===== src/rtl/pwm_capture.sv =====
// pwm_capture: measures an asynchronous PWM waveform.
//
// PWM_i is synchronised into the Clock domain and edge-detected. Once per
// complete period (rise to rise) the high time and the period length, both in
// Clock cycles, are published on High_o/Period_o with a one-cycle Valid_o
// strobe. The first period after reset or after a timeout is incomplete and is
// never reported. If no rising edge arrives within TIMEOUT cycles of the last
// one, Timeout_o is raised, the measurement outputs are zeroed and the block
// waits for a fresh rise.
//
// Optional build macro: PWM_CAPTURE_FILTER_EN
//   Defined   - a 3-sample glitch filter sits between the synchroniser and the
//               internal level; pulses or gaps shorter than 3 cycles are
//               ignored and the measurement latency grows by 2 cycles.
//   Undefined - the synchroniser output is used directly.
//
// Parameters:
//   WIDTH    width of the cycle counters and measurement outputs
//   TIMEOUT  cycles without a rise before timeout (2 .. 2**WIDTH-1)
//
// Ports:
//   Clock      in   system clock, rising edge
//   Reset      in   asynchronous active-high reset
//   PWM_i      in   asynchronous PWM input
//   High_o     out  high time of the last complete period
//   Period_o   out  length of the last complete period
//   Valid_o    out  one-cycle pulse when High_o/Period_o update
//   Timeout_o  out  set on timeout, cleared by the next Valid_o
//   Level_o    out  synchronised (and optionally filtered) input level
//
// The internal state register state_q is visible for debug probes.

module pwm_capture #(
    parameter int WIDTH   = 12,
    parameter int TIMEOUT = 4095
) (
    input  logic             Clock,
    input  logic             Reset,
    input  logic             PWM_i,
    output logic [WIDTH-1:0] High_o,
    output logic [WIDTH-1:0] Period_o,
    output logic             Valid_o,
    output logic             Timeout_o,
    output logic             Level_o
);

    typedef enum logic [1:0] {
        ST_IDLE = 2'd0,
        ST_HIGH = 2'd1,
        ST_LOW  = 2'd2
    } state_t;

    localparam logic [WIDTH-1:0] CNT_MAX   = '1;
    localparam logic [WIDTH-1:0] CNT_ONE   = WIDTH'(1);
    localparam logic [WIDTH-1:0] TIMEOUT_V = WIDTH'(TIMEOUT);

    // Synchroniser and edge-detect history.
    logic sync1_q, sync2_q, prev_q;
    logic s_lvl;
    logic rise, fall;

    // Measurement state.
    state_t           state_q, state_d;
    logic [WIDTH-1:0] per_q, per_d;
    logic [WIDTH-1:0] hi_q, hi_d;
    logic [WIDTH-1:0] high_q, high_d;
    logic [WIDTH-1:0] period_q, period_d;
    logic             valid_q, valid_d;
    logic             timeout_q, timeout_d;
    logic [WIDTH-1:0] per_inc, hi_inc;

    always_ff @(posedge Clock or posedge Reset) begin
        if (Reset) begin
            sync1_q <= 1'b0;
            sync2_q <= 1'b0;
            prev_q  <= 1'b0;
        end else begin
            sync1_q <= PWM_i;
            sync2_q <= sync1_q;
            prev_q  <= s_lvl;
        end
    end

`ifdef PWM_CAPTURE_FILTER_EN
    // The level follows the synchroniser only when the current sample and the
    // two before it agree; otherwise the last accepted level is held. Using the
    // current sample combinationally keeps the extra latency at 2 cycles.
    logic f1_q, f2_q, filt_q;
    logic agree;

    assign agree = (sync2_q == f1_q) && (f1_q == f2_q);
    assign s_lvl = agree ? sync2_q : filt_q;

    always_ff @(posedge Clock or posedge Reset) begin
        if (Reset) begin
            f1_q   <= 1'b0;
            f2_q   <= 1'b0;
            filt_q <= 1'b0;
        end else begin
            f1_q   <= sync2_q;
            f2_q   <= f1_q;
            filt_q <= s_lvl;
        end
    end
`else
    assign s_lvl = sync2_q;
`endif

    assign rise = s_lvl & ~prev_q;
    assign fall = ~s_lvl & prev_q;

    // Saturating counters: the period counter counts every cycle, the high
    // counter only the cycles in which the level is high.
    assign per_inc = (per_q == CNT_MAX) ? per_q : per_q + CNT_ONE;
    assign hi_inc  = (s_lvl && (hi_q != CNT_MAX)) ? hi_q + CNT_ONE : hi_q;

    always_comb begin
        state_d   = state_q;
        per_d     = per_q;
        hi_d      = hi_q;
        high_d    = high_q;
        period_d  = period_q;
        valid_d   = 1'b0;
        timeout_d = timeout_q;

        case (state_q)
            ST_IDLE: begin
                per_d = '0;
                hi_d  = '0;
                if (rise) begin
                    state_d = ST_HIGH;
                    per_d   = CNT_ONE;
                    hi_d    = CNT_ONE;
                end
            end
            ST_HIGH, ST_LOW: begin
                // A rise closes the period; it takes priority over a timeout
                // reached on the same edge.
                if ((state_q == ST_LOW) && rise) begin
                    state_d   = ST_HIGH;
                    high_d    = hi_q;
                    period_d  = per_q;
                    valid_d   = 1'b1;
                    timeout_d = 1'b0;
                    per_d     = CNT_ONE;
                    hi_d      = CNT_ONE;
                end else if (per_q == TIMEOUT_V) begin
                    state_d   = ST_IDLE;
                    high_d    = '0;
                    period_d  = '0;
                    timeout_d = 1'b1;
                    per_d     = '0;
                    hi_d      = '0;
                end else begin
                    if ((state_q == ST_HIGH) && fall) begin
                        state_d = ST_LOW;
                    end
                    per_d = per_inc;
                    hi_d  = hi_inc;
                end
            end
            default: begin
                state_d = ST_IDLE;
                per_d   = '0;
                hi_d    = '0;
            end
        endcase
    end

    always_ff @(posedge Clock or posedge Reset) begin
        if (Reset) begin
            state_q   <= ST_IDLE;
            per_q     <= '0;
            hi_q      <= '0;
            high_q    <= '0;
            period_q  <= '0;
            valid_q   <= 1'b0;
            timeout_q <= 1'b0;
        end else begin
            state_q   <= state_d;
            per_q     <= per_d;
            hi_q      <= hi_d;
            high_q    <= high_d;
            period_q  <= period_d;
            valid_q   <= valid_d;
            timeout_q <= timeout_d;
        end
    end

    assign High_o    = high_q;
    assign Period_o  = period_q;
    assign Valid_o   = valid_q;
    assign Timeout_o = timeout_q;
    assign Level_o   = s_lvl;

endmodule


===== config.mk =====
export PLATFORM = sky130hd
export DESIGN_NAME = pwm_capture
export DESIGN_NICKNAME = d
export VERILOG_FILES = /design/src/rtl/pwm_capture.sv
export SDC_FILE = /design/constraint.sdc
export NUM_CORES = 1
export LEC_CHECK = 0
export BUFFER_PORTS_ARGS = -buffer_cell sky130_fd_sc_hd__buf_2
export CAP_MARGIN = 10
export CORE_UTILIZATION = 32
export CTS_BUF_LIST = sky130_fd_sc_hd__clkbuf_8
export DETAILED_ROUTE_END_ITERATION = 8
export HOLD_SLACK_MARGIN = 0.1
export PLACE_DENSITY = 0.45
export SLEW_MARGIN = 20
export SYNTH_ARGS = -nofsm -noshare
export SYNTH_HDL_FRONTEND = slang
export SYNTH_SLANG_ARGS = --single-unit

===== constraint.sdc =====
create_clock -name Clock -period 2.5 [get_ports Clock]
set_input_delay 0.25 -clock Clock [delete_from_list [all_inputs] [get_ports Clock]]
set_output_delay 0.25 -clock Clock [all_outputs]
set_load 0.1 [all_outputs]

# Word-level counts from Yosys, hierarchy flattened
# Cells that the tools add are included.
totals:
  ff_bits: 55
  input_bits: 3
classes:
  n_bitwise: 4
  n_mux: 20
  eq_ne: 7
  n_addsub: 2
  n_reduce_logical: 8
ops:
  columns: ["op", "count"]
  rows:
  - ["12-bit two-way mux", 8]
  - ["12-bit one-hot mux with 2 select lines", 2]
  - ["12-bit by 1-bit adder with 12-bit output, second input constant", 2]
  - ["12-bit == test, second input constant", 1]
  - ["12-bit != test, second input constant", 1]
  - ["2-bit two-way mux", 4]
  - ["4-bit != test, second input constant", 2]
  - ["1-bit two-way mux", 5]
  - ["2-bit one-hot mux with 2 select lines", 1]
  - ["2-bit AND reduction", 2]
  - ["1-bit logical AND", 3]
  - ["1-bit bitwise AND", 2]
  - ["2-bit by 1-bit == test with 1-bit output, second input constant", 1]
  - ["2-bit == test, second input constant", 1]
  - ["2-bit zero test", 1]
  - ["2-bit != test, second input constant", 1]
  - ["1-bit NOT", 2]
  - ["2-bit nonzero test", 1]
  - ["2-bit OR reduction", 1]

# Depth between registers and ports, before layout
depth:
  word_depth: 7
  ltp_mapped: 8
  ltp_nobuf: 7

# Least setup slack after synthesis
# No wires, ideal clock.
synth_path:
  kind: "flip-flop to flip-flop"
  start: "register sync2_q, in the netlist Level_o"
  end: "register state_q[0]"
  setup_slack_ns: 0.298
  t_required_ns: 2.421
  stages_incl_launch_ff: 8
  t_arrival_ns: 2.123
  setup_time_ns: 0.079
  path_cell_list: "dfrtp_1 -> buf_4 -> nor2b_1 -> and3_1 -> buf_2 -> buf_1 -> o21bai_1 -> mux2i_1"
synth_between:
  elab_chain_cells: 5
  word_cells_on_any_way: 10
  classes_between: "2 x eq/ne; 2 x mux; 3 x bitwise; 3 x reduce/logical"
synth_rtl:
  columns: ["element", "line", "text"]
  rows:
  - ["from (decl)", "58", "logic sync1_q, sync2_q, prev_q;"]
  - ["from (signal assigned)", "79", "sync2_q <= sync1_q;"]
  - ["1-bit NOT", "110", "assign fall = ~s_lvl & prev_q;"]
  - ["1-bit bitwise AND", "110", null]
  - ["1-bit logical AND", "155", "if ((state_q == ST_HIGH) && fall) begin"]
  - ["4-bit != test (no source line)", null, null]
  - ["2-bit AND reduction (no source line)", null, null]
  - ["to (signal assigned)", "180", "state_q <= state_d;"]
  - ["to (decl)", "63", "state_t state_q, state_d;"]
# Parallel ways exist; a longest one is shown, timed or not.
# A chain may end at the register's enable or synchronous reset.

# Worst setup path in the final report
layout_path:
  start: "register hi_q[0]"
  end: "register hi_q[9]"
layout_between:
  elab_chain_cells: 5
  word_cells_on_any_way: 8
  classes_between: "1 x add/sub; 2 x eq/ne; 4 x mux; 1 x reduce/logical"
layout_rtl:
  columns: ["element", "line", "text"]
  rows:
  - ["from (decl)", "65", "logic [WIDTH-1:0] hi_q, hi_d;"]
  - ["from (signal assigned)", "182", "hi_q <= hi_d;"]
  - ["12-bit by 1-bit adder with 12-bit output", "115", "assign hi_inc = (s_lvl && (hi_q != CNT_MAX)) ? hi_q + CNT_ONE : hi_q;"]
  - ["12-bit two-way mux", "115", null]
  - ["12-bit two-way mux", "147", "end else if (per_q == TIMEOUT_V) begin"]
  - ["12-bit two-way mux", "139", "if ((state_q == ST_LOW) && rise) begin"]
  - ["12-bit one-hot mux with 2 select lines", "126", "case (state_q)"]
# Parallel ways exist; a longest one is shown, timed or not. The select of a mux whose other input is x is not followed.

==> results.md <==
* Status: completed
* Pin count of the biggest net entering global routing at 34
* Grt total ovfl at 0
* CTS Buf Count at 5
* Worst-path clk slew at between 100 and 150 ps
* Row count at 31
* Fmax at approximately 440 MHz
* Max Cap Viol at 0
* Die area at between 8000 and 9000 um2
* PwrDens at 940 nW/um2
* Die width at roughly 90 um
* Clock Path Buffers at 2
* Crit-path max FO at 7
* Psw at 1.13 mW
* Synth async-reset ratio at 1.00
* Slew @ Worst Pin at approximately 500 ps
* Slew Limit Fails at 0
* Drt total wl at roughly 5400 um
* Root Driver: clkbuf_8
* Share of cells above drive strength 1 at 0.229
* Post-CTS resize count at 0
* H-Tree Depth at 2
* Post-Syn Area at 2490 um2
* FF+latch count, synth at 55
* Area grow syn2layout at 16.6%
* DR vias/cell at 5.00
* Class of the worst hold path: input pin to async pin
* YS warnings at 0
* Vias in the first global route at 1846
* # fillers at 750
* Lkg Pwr at 1.42 nW
* Switching share of power at 0.414
* Routability cong. at around 0.8
* Drt first pass iters at 4
* # hold bufs at CTS at 2
* Worst EP arrival at 2480 ps
* Tot GR Track Use at 0.145
* DP HPWL at 3720 um
* EDFF count, synth at 0
* First-pass GRT wire length at around 9400 um
* CP Data Required Time at 2690 ps
* Die Span Y at 90.2 um
* Sequential share of the synthesized area at 0.553
* Initial antenna violation count at 0
* N_diodes at 0
* Final #Nets at between 200 and 300
* Final setup violation count at 0
* Mean Syn Cell Area at roughly 11 um2
* CP startpoint kind: flop
* Drc violations at 0
* Initial Util at 0.338
* Core area at 7370 um2
* Slew HR at 0.674
* Met3 Usage GRT at 0.0254
* CP Capture Type: flop
* Cells after Synth at 219
* Final cycle utilization of the critical path at 0.916
* Routed wire per std cell at 15.0 um
* TritonCTS clock tree: yes
* Peak VDD IR at 619 uV
* CTS Sinks at 55
* Comb pwr share at 0.393
* GR peak layer: met1
* DR vias at 1785
* Finished Layout Cells at around 360
* IO Port Bufs at 29
* Total I/O pin count at 30
* Final hold violation count at 0
* M2 GR Usage at 0.205
* Clk_skew at between 15 and 20 ps
* Reg power frac at 0.384
* Cell internal pwr at ~1.6 mW
* Antenna viol nets, final at 0
* RSZ-0062 raised after global routing: false
* Min Clock Period, post-route at 2290 ps
* Top_reg_cell synth: dfrtp_1
* Post CTS Setup Buffer Count at 0
* Syn nets at 228
* Setup total negative slack at 0 ps
* Starting DRC count in detailed routing at 97
* Worst-Skew Late Latency at a little over 300 ps
* CP Class: flop to flop
* M1 GR Usage at 0.222
* Synth unique cells at between 40 and 50
* Clk pwr share at 0.223
* Placed Cells at 347
[metrics by stage]
step,power [mW],util,hold slack (ps),setup slack [ps],cell area [um2]
finish,2.73,0.394,318,210,2900
global route,2.90,0.394,337,0.330,2900
CTS,2.76,0.394,317,184,2900
detailed placement,2.15,0.376,111,236,2770
global placement,2.14,0.376,111,191,2770
floorplan,1.90,-,281,298,2490
[registers in the layout, indices dropped and copies added (netlist names)]
signal,flops
High_o,12
Period_o,12
hi_q,12
per_q,12
state_q,2
Level_o,1
Timeout_o,1
Valid_o,1
prev_q,1
sync1_q,1
[power by group through the flow]
stage | combinational [mW] | clock [mW] | sequential [mW]
after floorplan | 0.614 | 0 | 1.29
after global placement | 1.08 | 0 | 1.07
after detailed placement | 1.08 | 0 | 1.07
after CTS | 1.08 | 0.623 | 1.05
after global routing | 1.18 | 0.652 | 1.07
final | 1.07 | 0.608 | 1.05
[cells in the mapped netlist, types with 3 or more instances]
library cell,number,area [um2]
inv_1,9,33.8
xor2_1,7,61.3
o41ai_1,3,26.3
ha_1,6,75.1
buf_2,4,20.0
o21ai_1,7,35.0
a21oi_1,4,20.0
nand4_1,5,31.3
nand2_1,13,48.8
nand3_1,12,60.1
nor2_1,17,63.8
o21ai_2,3,26.3
dfrtp_1,55,1380
xnor2_1,4,35.0
nor3_1,6,30.0
a22o_1,24,210
[worst paths after layout]
check / startpoint / end / slack, ps / cells past startpoint
max in group asynchronous: Reset / Level_o$_DFF_PP0_ / 1550 / 4
max: hi_q[0]$_DFFE_PP0P_ / hi_q[9]$_DFFE_PP0P_ / 210 / 7
min in group Clock: sync1_q$_DFF_PP0_ / Level_o$_DFF_PP0_ / 370 / 0
min: Reset / Period_o[8]$_DFFE_PP0P_ / 320 / 3
min reg2reg: sync1_q$_DFF_PP0_ / Level_o$_DFF_PP0_ / 370 / 0
max reg2reg: hi_q[0]$_DFFE_PP0P_ / hi_q[9]$_DFFE_PP0P_ / 210 / 7
[layout by cell type (no fill, tap or decap), types with 5 or more instances in the layout]
| master | instances |
|---|---|
| inv_1 | 9 |
| nand3_1 | 12 |
| nor3_1 | 6 |
| nand2_1 | 13 |
| nand4_1 | 5 |
| clkbuf_8 | 5 |
| a22o_1 | 24 |
| ha_1 | 6 |
| xor2_1 | 7 |
| nor2_1 | 17 |
| o21ai_1 | 7 |
| buf_4 | 9 |
| buf_2 | 29 |
| dfrtp_1 | 55 |
[kinds of logic after synthesis]
| family | Yosys count | share of synthesized area |
|---|---|---|
| multiplexers | 3 | 0.0126 |
| XOR/XNOR | 11 | 0.0387 |
| AO/OA/AOI/OAI | 53 | 0.167 |
| buffers and inverters | 18 | 0.0352 |
| AND/OR/NAND/NOR | 73 | 0.163 |
| flip-flops | 55 | 0.553 |
| adder cells (fa/ha/maj) | 6 | 0.0302 |
[layer usage]
layer	share of wire	vias to the layer above
met2	0.44	26
met1	0.53	880
met3	0.023	4
li1	-	875
met5	0	-
met4	0.0095	0
[final cells by class]
class                   instances  area, um2  area share
multi-input cells             146       1020       0.353
clock buffers                   5       68.8      0.0237
flip-flops and latches         55       1380       0.474
well taps                      99        124      0.0427
repair buffers                 40        233      0.0802
inverters                       9       33.8      0.0116
clock inverters                 3       42.5      0.0147
[worst max-delay path: stages (launching register included)]
cell and delay (ps):
dfrtp_1 460, ha_1 240, nand3_2 170, o41ai_2 480
nor3b_2 430, buf_4 240, o21ai_1 80, o41ai_1 80
Power figures use the tool's default switching activity.
